==> src/rtl/horner_pkg.sv <==
`default_nettype none
// +----------------------------------------------------------------------+
// | Module      : horner_pkg                                             |
// | Description : Frame-layout constants and FSM state type shared by    |
// |               the Horner input-side frame sequencer.                 |
// | Revision    : 1.0 - initial release                                  |
// +----------------------------------------------------------------------+
package horner_pkg;

   localparam int DATA_WIDTH = 16;
   localparam int LANES      = 4;
   localparam int BEAT_W     = LANES * DATA_WIDTH;
   localparam int ORI_NUM    = 8;
   localparam int INT_NUM    = 35;
   localparam int LAY_NUM    = 5;
   localparam int CNT_W      = 16;

   // Section lengths of one frame (after the single header beat)
   localparam int WEIGHT_NUM = 3 * ORI_NUM + INT_NUM - LAY_NUM + 3;
   localparam int VEC_NUM    = ORI_NUM + INT_NUM + LAY_NUM + 3;
   localparam int MAT_ROWS   = 3;

   localparam int W_ADDR_W   = $clog2(WEIGHT_NUM);
   localparam int V_ADDR_W   = $clog2(VEC_NUM);
   localparam int M_ROW_W    = 2;

   // The shared section counter must cover the longest section
   localparam int SEC_W      = (W_ADDR_W > V_ADDR_W) ? W_ADDR_W : V_ADDR_W;

   typedef enum logic [2:0] {
      ST_IDLE   = 3'd0,
      ST_LOAD_W = 3'd1,
      ST_LOAD_M = 3'd2,
      ST_LOAD_V = 3'd3,
      ST_START  = 3'd4,
      ST_WAIT   = 3'd5
   } state_t;

endpackage
`default_nettype wire

==> src/rtl/horner_sec_cnt.sv <==
`default_nettype none
// +----------------------------------------------------------------------+
// | Module      : horner_sec_cnt                                         |
// | Description : Modulo-N beat counter. Counts 0..last_idx on inc and   |
// |               wraps to 0, flagging the wrapping beat with tc.        |
// | Revision    : 1.0 - initial release                                  |
// +----------------------------------------------------------------------+
module horner_sec_cnt #(
   parameter int WIDTH = 6
) (
   input  logic             clk,
   input  logic             rst,
   input  logic             clr,
   input  logic             inc,
   input  logic [WIDTH-1:0] last_idx,
   output logic [WIDTH-1:0] count,
   output logic             tc
);

   logic [WIDTH-1:0] count_q;
   logic [WIDTH-1:0] count_d;

   // Terminal count fires on the increment that consumes the last index
   always_comb begin
      tc      = inc && (count_q == last_idx);
      count_d = count_q;
      if (clr) begin
         count_d = '0;
      end else if (inc) begin
         count_d = tc ? '0 : (count_q + WIDTH'(1));
      end
   end

   // Counter register
   always_ff @(posedge clk) begin
      if (rst) begin
         count_q <= '0;
      end else begin
         count_q <= count_d;
      end
   end

   assign count = count_q;

endmodule
`default_nettype wire

==> src/rtl/horner_frame_ctrl.sv <==
`default_nettype none
// +----------------------------------------------------------------------+
// | Module      : horner_frame_ctrl                                      |
// | Description : Parses AXI-Stream frames (header, weights, matrix rows,|
// |               vector) into the engine stores, then starts the engine |
// |               and holds the stream off until it reports done.        |
// | Revision    : 1.0 - initial release                                  |
// +----------------------------------------------------------------------+
module horner_frame_ctrl
   import horner_pkg::*;
(
   input  logic                s00_axis_aclk,
   input  logic                s00_axis_areset,
   input  logic [BEAT_W-1:0]   s00_axis_tdata,
   input  logic                s00_axis_tvalid,
   output logic                s00_axis_tready,
   input  logic                s00_axis_tlast,
   output logic                w_we,
   output logic [W_ADDR_W-1:0] w_addr,
   output logic                m_we,
   output logic [M_ROW_W-1:0]  m_row,
   output logic                v_we,
   output logic [V_ADDR_W-1:0] v_addr,
   output logic [BEAT_W-1:0]   wr_data,
   output logic [CNT_W-1:0]    cal_num,
   output logic                eng_start,
   input  logic                eng_done,
   output logic                busy,
   output logic                err_early_last,
   output logic [7:0]          frame_cnt
);

   state_t                state_q, state_d;
   logic                  w_we_q, w_we_d;
   logic                  m_we_q, m_we_d;
   logic                  v_we_q, v_we_d;
   logic [W_ADDR_W-1:0]   w_addr_q, w_addr_d;
   logic [M_ROW_W-1:0]    m_row_q, m_row_d;
   logic [V_ADDR_W-1:0]   v_addr_q, v_addr_d;
   logic [BEAT_W-1:0]     wr_data_q, wr_data_d;
   logic [CNT_W-1:0]      cal_num_q, cal_num_d;
   logic                  eng_start_q, eng_start_d;
   logic                  err_q, err_d;
   logic [7:0]            frame_cnt_q, frame_cnt_d;

   logic                  w_tready;
   logic                  w_accept;
   logic                  w_in_load;
   logic                  w_final_beat;
   logic                  w_early_last;
   logic                  w_cnt_clr;
   logic                  w_cnt_inc;
   logic                  w_cnt_tc;
   logic [SEC_W-1:0]      w_cnt;
   logic [SEC_W-1:0]      w_sec_last;

   // Handshake and framing qualifiers derived from the current state
   always_comb begin
      w_in_load    = (state_q == ST_LOAD_W) || (state_q == ST_LOAD_M) ||
                     (state_q == ST_LOAD_V);
      w_tready     = (state_q == ST_IDLE) || w_in_load;
      w_accept     = s00_axis_tvalid && w_tready;
      w_cnt_inc    = w_accept && w_in_load;
      // tlast is only legal on the closing vector beat; anywhere else it aborts
      w_final_beat = (state_q == ST_LOAD_V) && w_cnt_tc;
      w_early_last = w_accept && s00_axis_tlast && !w_final_beat;
      w_cnt_clr    = w_early_last || (state_q == ST_IDLE);
   end

   // Section length for the shared counter follows the load state
   always_comb begin
      w_sec_last = '0;
      case (state_q)
         ST_LOAD_W: w_sec_last = SEC_W'(WEIGHT_NUM - 1);
         ST_LOAD_M: w_sec_last = SEC_W'(MAT_ROWS - 1);
         ST_LOAD_V: w_sec_last = SEC_W'(VEC_NUM - 1);
         default:   w_sec_last = '0;
      endcase
   end

   horner_sec_cnt #(
      .WIDTH (SEC_W)
   ) u_sec_cnt (
      .clk      (s00_axis_aclk),
      .rst      (s00_axis_areset),
      .clr      (w_cnt_clr),
      .inc      (w_cnt_inc),
      .last_idx (w_sec_last),
      .count    (w_cnt),
      .tc       (w_cnt_tc)
   );

   // Next-state, write steering and status updates
   always_comb begin
      state_d     = state_q;
      w_we_d      = 1'b0;
      m_we_d      = 1'b0;
      v_we_d      = 1'b0;
      w_addr_d    = w_addr_q;
      m_row_d     = m_row_q;
      v_addr_d    = v_addr_q;
      wr_data_d   = wr_data_q;
      cal_num_d   = cal_num_q;
      eng_start_d = 1'b0;
      err_d       = err_q | w_early_last;
      frame_cnt_d = frame_cnt_q;

      case (state_q)
         ST_IDLE: begin
            if (w_accept && !s00_axis_tlast) begin
               cal_num_d = s00_axis_tdata[CNT_W-1:0];
               state_d   = ST_LOAD_W;
            end
         end
         ST_LOAD_W: begin
            if (w_early_last) begin
               state_d = ST_IDLE;
            end else if (w_accept) begin
               w_we_d    = 1'b1;
               w_addr_d  = w_cnt[W_ADDR_W-1:0];
               wr_data_d = s00_axis_tdata;
               if (w_cnt_tc) state_d = ST_LOAD_M;
            end
         end
         ST_LOAD_M: begin
            if (w_early_last) begin
               state_d = ST_IDLE;
            end else if (w_accept) begin
               m_we_d    = 1'b1;
               m_row_d   = w_cnt[M_ROW_W-1:0];
               wr_data_d = s00_axis_tdata;
               if (w_cnt_tc) state_d = ST_LOAD_V;
            end
         end
         ST_LOAD_V: begin
            if (w_early_last) begin
               state_d = ST_IDLE;
            end else if (w_accept) begin
               v_we_d    = 1'b1;
               v_addr_d  = w_cnt[V_ADDR_W-1:0];
               wr_data_d = s00_axis_tdata;
               if (w_cnt_tc) state_d = ST_START;
            end
         end
         ST_START: begin
            // Registered so the pulse lands the cycle after the last v_we
            eng_start_d = 1'b1;
            state_d     = ST_WAIT;
         end
         ST_WAIT: begin
            if (eng_done) begin
               frame_cnt_d = frame_cnt_q + 8'd1;
               state_d     = ST_IDLE;
            end
         end
         default: state_d = ST_IDLE;
      endcase
   end

   // State and output registers; reset abandons any frame in flight
   always_ff @(posedge s00_axis_aclk) begin
      if (s00_axis_areset) begin
         state_q     <= ST_IDLE;
         w_we_q      <= 1'b0;
         m_we_q      <= 1'b0;
         v_we_q      <= 1'b0;
         w_addr_q    <= '0;
         m_row_q     <= '0;
         v_addr_q    <= '0;
         wr_data_q   <= '0;
         cal_num_q   <= '0;
         eng_start_q <= 1'b0;
         err_q       <= 1'b0;
         frame_cnt_q <= '0;
      end else begin
         state_q     <= state_d;
         w_we_q      <= w_we_d;
         m_we_q      <= m_we_d;
         v_we_q      <= v_we_d;
         w_addr_q    <= w_addr_d;
         m_row_q     <= m_row_d;
         v_addr_q    <= v_addr_d;
         wr_data_q   <= wr_data_d;
         cal_num_q   <= cal_num_d;
         eng_start_q <= eng_start_d;
         err_q       <= err_d;
         frame_cnt_q <= frame_cnt_d;
      end
   end

   assign s00_axis_tready = w_tready;
   assign w_we            = w_we_q;
   assign w_addr          = w_addr_q;
   assign m_we            = m_we_q;
   assign m_row           = m_row_q;
   assign v_we            = v_we_q;
   assign v_addr          = v_addr_q;
   assign wr_data         = wr_data_q;
   assign cal_num         = cal_num_q;
   assign eng_start       = eng_start_q;
   assign busy            = (state_q != ST_IDLE);
   assign err_early_last  = err_q;
   assign frame_cnt       = frame_cnt_q;

endmodule
`default_nettype wire

==> config.mk <==
export PLATFORM = sky130hd
export DESIGN_NAME = horner_frame_ctrl
export DESIGN_NICKNAME = d
export VERILOG_FILES = /design/src/rtl/horner_pkg.sv /design/src/rtl/horner_sec_cnt.sv /design/src/rtl/horner_frame_ctrl.sv
export SDC_FILE = /design/constraint.sdc
export NUM_CORES = 1
export LEC_CHECK = 0
export CORE_UTILIZATION = 43
export CTS_CLUSTER_DIAMETER = 40
export DETAILED_ROUTE_END_ITERATION = 12
export GPL_TIMING_DRIVEN = 0
export PLACE_DENSITY = 0.8
export SETUP_SLACK_MARGIN = 0.05
export SYNTH_ARGS = -nofsm -noshare
export SYNTH_HDL_FRONTEND = slang
export SYNTH_SLANG_ARGS = --single-unit
==> constraint.sdc <==
create_clock -name s00_axis_aclk -period 2.87 [get_ports s00_axis_aclk]
set_input_delay 0.7175 -clock s00_axis_aclk [delete_from_list [all_inputs] [get_ports s00_axis_aclk]]
set_output_delay 0.7175 -clock s00_axis_aclk [all_outputs]
set_load 0.005 [all_outputs]
Word level (Yosys, flattened, before mapping) --
Cells that the tools add are included.
Operators by class: reduce and logical (&&, ||, !) cells 27, equal/unequal tests 14, mux-type cells 17, bitwise operators 5, $add $sub $neg 2
Operator list (number):
- 3-bit two-way mux | 11
- 3-bit != test, second input constant | 6
- 3-bit case mux with 6 select lines | 1
- 6-bit case mux with 3 select lines | 1
- 3-bit AND reduction | 4
- 8-bit by 1-bit adder with 8-bit output, second input constant | 1
- 8-bit AND reduction | 1
- 2-bit OR reduction | 4
- 1-bit logical AND | 7
- 6-bit by 1-bit adder with 6-bit output, second input constant | 1
- 3-bit by 2-bit == test with 1-bit output, second input constant | 2
- 3-bit == test, second input constant | 2
- 6-bit == test | 1
- 6-bit two-way mux | 1
- 1-bit logical OR | 4
- 1-bit NOT | 4
- 2-bit AND reduction | 2
- 3-bit by 1-bit == test with 1-bit output, second input constant | 1
- 3-bit logical NOT | 1
- 1-bit two-way mux | 3
- 3-bit nonzero test | 1
- 3-bit OR reduction | 1
- 1-bit logical NOT | 2
- 2-bit by 1-bit != test with 1-bit output, second input constant | 1
- other kinds (2) | 2
Word-level totals: bits in registers 116, word-level logic and storage cells 78, output and inout port bits 109, bits of input ports 69

Longest topological paths before layout --
depth after elaboration 12, mapped depth 8, depth with buffers taken out 5

Hierarchy --
From an unflattened synthesis, not the netlist that was laid out.
Unflattened totals: cell total of the unflattened synthesis 443, area total of the unflattened synthesis 4463.0 sq um
Modules (own cells, without submodules):
- horner_frame_ctrl | area an instance 4117.7 sq um, cells each 405, instances 1
- horner_sec_cnt | area an instance 345.3 sq um, cells each 38, instances 1

Worst setup path after synthesis --
OpenSTA, ideal clock, no wires.
path type in2reg, start point input s00_axis_tvalid, end point register wr_data_q[10], in the netlist wr_data[10], stages 7, arrival time 2.159 ns, slack 0.641 ns, data required time 2.799 ns, buffers on the path 2, cells stage by stage nand2b_1 > clkbuf_1 > nor2_1 > a31oi_1 > clkbuf_1 > nand2_1 > a21oi_1
Between the ends: word-level cells in the longest chain between the ends 8
Ends and longest elaborated chain:
- start, declared | line horner_frame_ctrl.sv:15 | input logic s00_axis_tvalid,
- 1-bit logical AND * | line horner_frame_ctrl.sv:62 | w_accept = s00_axis_tvalid && w_tready;
- 1-bit logical AND | line horner_frame_ctrl.sv:63 | w_cnt_inc = w_accept && w_in_load;
- 1-bit logical AND | line horner_sec_cnt.sv:25 | tc = inc && (count_q == last_idx);
- 1-bit logical AND | line horner_frame_ctrl.sv:65 | w_final_beat = (state_q == ST_LOAD_V) && w_cnt_tc;
- 1-bit logical NOT | line horner_frame_ctrl.sv:66 | w_early_last = w_accept && s00_axis_tlast && !w_final_beat;
- 1-bit logical AND | line horner_frame_ctrl.sv:66
- 1-bit NOT (no line)
- 3-bit AND reduction (no line) *
- end signal, assigned | line horner_frame_ctrl.sv:183 | wr_data_q <= wr_data_d;
- end, declared | line horner_frame_ctrl.sv:40 | logic [BEAT_W-1:0] wr_data_q, wr_data_d;
Every way passes the cells marked *; elsewhere a longest branch is shown, timed or not. A chain may end at the register's enable or synchronous reset.

Worst setup path after layout --
start point register state_q[1], end point output busy
Between the ends: word-level cells in the longest chain between the ends 1
Ends and longest elaborated chain:
- start, declared | line horner_frame_ctrl.sv:33 | state_t state_q, state_d;
- start signal, assigned | line horner_frame_ctrl.sv:176 | state_q <= state_d;
- 3-bit nonzero test | line horner_frame_ctrl.sv:201 | assign busy = (state_q != ST_IDLE);
- end, declared | line horner_frame_ctrl.sv:28 | output logic busy,
No other way between the ends.

==> flow_summary.ini <==
[global_routing]
grt_max_degree = 17
grt_pass1_wl_um = 19300
grt-ovfl-total = 0
antenna_found_initial = 0
grt_pass1_vias = 4075
grt.total_usage = 0.237

[route]
wl_met1_um = 5170
first_pass_iters = 4
wl_met2_um = 6440
drtIter0Drc = 185
wl_met3_um = 1010
wl_um = 12800
vias_per_cell = 4.93
drc = 0
wl_per_cell_um = 14.7
routed.top_layer = met4
drtAntennaViolNets = 0
vias = 4303

[synth]
ys_top_cells_by_area = dfxtp_1 (53%), nand2_1 (15%), a21oi_1 (9.2%)
ys.flop_type = dfxtp_1
synthDistinctLibCells = 44
synth_compound_area_frac = 0.128
synth_cells = 531
seq_area_frac_synth = 0.528
syn_avg_cell_area_sq_um = 8.28
muxShareOfSynthArea = 0.0342
synth_top_cell_area_share = 0.528
ys_ff_latch = 116
synth_simple_gate_area_frac = 0.236
synth_xor_area_frac = 0.0239
synth_edf_count = 0
synth_fa_ha_area_frac = 0.00569
synth_top_family_by_area = simple AND/OR/NAND/NOR gates
mappedNetlistNets = 602
async_flop_share = 0
synth_top_cell_by_area = dfxtp_1
syn-cell-area_sq_um = 4390
synth-warning-count = 0

[clock_network]
clkLatencyLatePin_ps = 490
cts_sinks = 116
cts_max_path_buffers = 2
cts_made_buffers = 17
cts_setup_buffers = 0
h-tree-depth = 4
cts_tree = yes
clk_pin_slew_worst_paths_ps = 50
postCtsHoldBufs = 0
cts-root-buf = clkbuf_8

[power_and_ir_drop]
clkPwrFrac = 0.494
irDropWorstVdd_mv = 0.345
pwr-share-seq = 0.421
switching_share = 0.226
internal_power_mw = 3.06
finalPower_mw = 3.96
p_leak_nw = 2.45
p_per_area_nw_per_um2 = 573
combPwrFrac = 0.085
power.switching_mw = 0.896

[layout]
syn_to_final_growth_pct = 57.3
n_antenna_cell = 0
stdcell_area_sq_um = 6910
nets = 798
drive_gt1_frac = 0.0622

[floorplanning]
start_util = 0.448
fp.dieH_um = 103
core_sq_um = 9820
rows = 36
die_area_sq_um = 10600
die_w_um = 103
ios = 178

[critical_path]
crit_path_cell_trace = clkbuf_1 -> buf_2 -> nor3_1 -> inv_1 -> clkdlybuf4s50_1
r2r_cells = 7
crit_slowest_cell = clkdlybuf4s50_1
start_kind = register
end_kind = output pin
cp_num_buf_inv = 4
crit_fanout = 10
crit_arrival_ps = 1990
slowest_delay_ps = 490
r2r_slack_ps = 520
path_class = register to output pin
cp_data_required_time_ps = 2150
path_depth = 5
crit_family = buffers and inverters

[timing]
maxSlewHeadroom = 0.360
worst_clock_skew_ps = 9.63
setup_violations = 0
worstMarginPinSlew_ps = 957
post-route-min-period_ps = 2710
rsz0062_at_grt = false
max_freq_mhz = 370
finalMaxSlewViolations = 0
hold_viol = 0
period_share = 0.943
finalSetupTns_ps = 0

[job]
maxCapViolations = 0

[placement]
place_area_sq_um = 6330
hpwl_um = 9500
gp_congestion = 0.881
io_buffers = 177

[status]
status = finished clean

[worst_hold_path]
hold_path_class = register to register
min_path_cells = 2
per-layer routing:
layer	global-route usage	vias to the layer above
met2	0.409	154
met4	0.0921	0
met1	0.273	1982
met3	0.0766	14
li1	-	2153
met5	0	-
flip-flops by register name (all words and copies together), names as in the netlist:
signal / count
w_addr: 6
cal_num: 16
eng_start: 1
m_we: 1
err_early_last: 1
wr_data: 64
u_sec_cnt.count: 6
v_addr: 6
m_row: 2
w_we: 1
state_q: 3
frame_cnt: 8
v_we: 1
worst reg2reg max path, stage by stage, from the launching register on:
cell	delay, ps
dfxtp_1	300
clkbuf_1	170
or3b_1	440
a2111oi_4	550
a31oi_4	270
clkbuf_1	300
nand2_1	130
a21oi_1	70
layout make-up:
| class | instances | area (sq um) |
|---|---|---|
| Fill cell | 801 | 2910 |
| Sequential cell | 116 | 2320 |
| Multi-Input combinational cell | 373 | 1900 |
| Timing Repair Buffer | 177 | 1770 |
| Clock buffer | 19 | 422 |
| Buffer | 39 | 184 |
| Tap cell | 133 | 166 |
| Clock inverter | 13 | 135 |
| Inverter | 3 | 11.3 |
what timing repair did:
action                     in CTS  in global routing
setup endpoints to repair      62                 61
gates resized for setup         3                  2
pin swaps                       0                  0
stage by stage:
stage / utilization / std cells / setup WS [ps] / hold WS [ps]
floorplan: - / 531 / 641 / 453
global placement: 0.645 / 841 / -504 / 442
detailed placement: 0.645 / 841 / -627 / 446
CTS: 0.703 / 873 / 134 / 454
global route: 0.704 / 873 / 53.8 / 472
finish: 0.704 / 873 / 165 / 452
cell usage in the layout (no fill, tap or decap), types with 2 or more instances in the layout:
| master | count |
|---|---|
| clkdlybuf4s50_1 | 177 |
| inv_1 | 3 |
| nor3_1 | 4 |
| xor2_1 | 9 |
| buf_2 | 3 |
| nor2_1 | 39 |
| clkinvlp_4 | 2 |
| or3b_1 | 2 |
| nand2b_1 | 2 |
| clkbuf_1 | 30 |
| nand3_1 | 2 |
| o21ai_0 | 3 |
| bufinv_16 | 2 |
| and3_1 | 3 |
| clkinv_2 | 5 |
| buf_4 | 7 |
| clkbuf_16 | 16 |
| dfxtp_1 | 116 |
| clkinv_4 | 3 |
| nand2_1 | 171 |
| a21oi_1 | 81 |
| nor2b_1 | 3 |
| nand4b_1 | 2 |
| or3_1 | 2 |
| xnor2_1 | 3 |
| nor4_1 | 2 |
| mux2i_1 | 15 |
| nand4_1 | 5 |
| ha_1 | 2 |
| a31o_1 | 2 |
path summary, 6_finish.rpt:
check | startpoint | endpoint
max | state_q[1] | busy
min | wr_data[25] | wr_data[25]
max reg2reg | state_q[1] | wr_data[60]
min reg2reg | wr_data[25] | wr_data[25]
logic make-up (layout without fill, tap and decap cells):
logic type | Yosys count | count (layout)
simple gates | 246 | 246
compound gates | 98 | 98
buf+inv | 42 | 251
flops | 116 | 116
xor+xnor | 12 | 12
fa+ha+maj | 2 | 2
mux | 15 | 15
synthesized netlist by cell type (all sizes together), types with 4 or more instances:
cell type / instances
nand2: 171
dfxtp: 116
buf: 10
nor2: 39
clkbuf: 29
a21oi: 81
mux2i: 15
nand4: 5
nor3: 4
xor2: 9
power by group through the flow:
stage | registers [mW] | clock network [mW] | logic (mW)
2_1_floorplan | 1.70 | 0 | 0.121
3_3_place_gp | 1.70 | 0 | 0.327
3_5_place_dp | 1.70 | 0 | 0.333
4_1_cts | 1.67 | 1.99 | 0.337
5_1_grt | 1.67 | 2.07 | 0.364
6_report | 1.67 | 1.96 | 0.337
(Power assumes the default switching activity.)
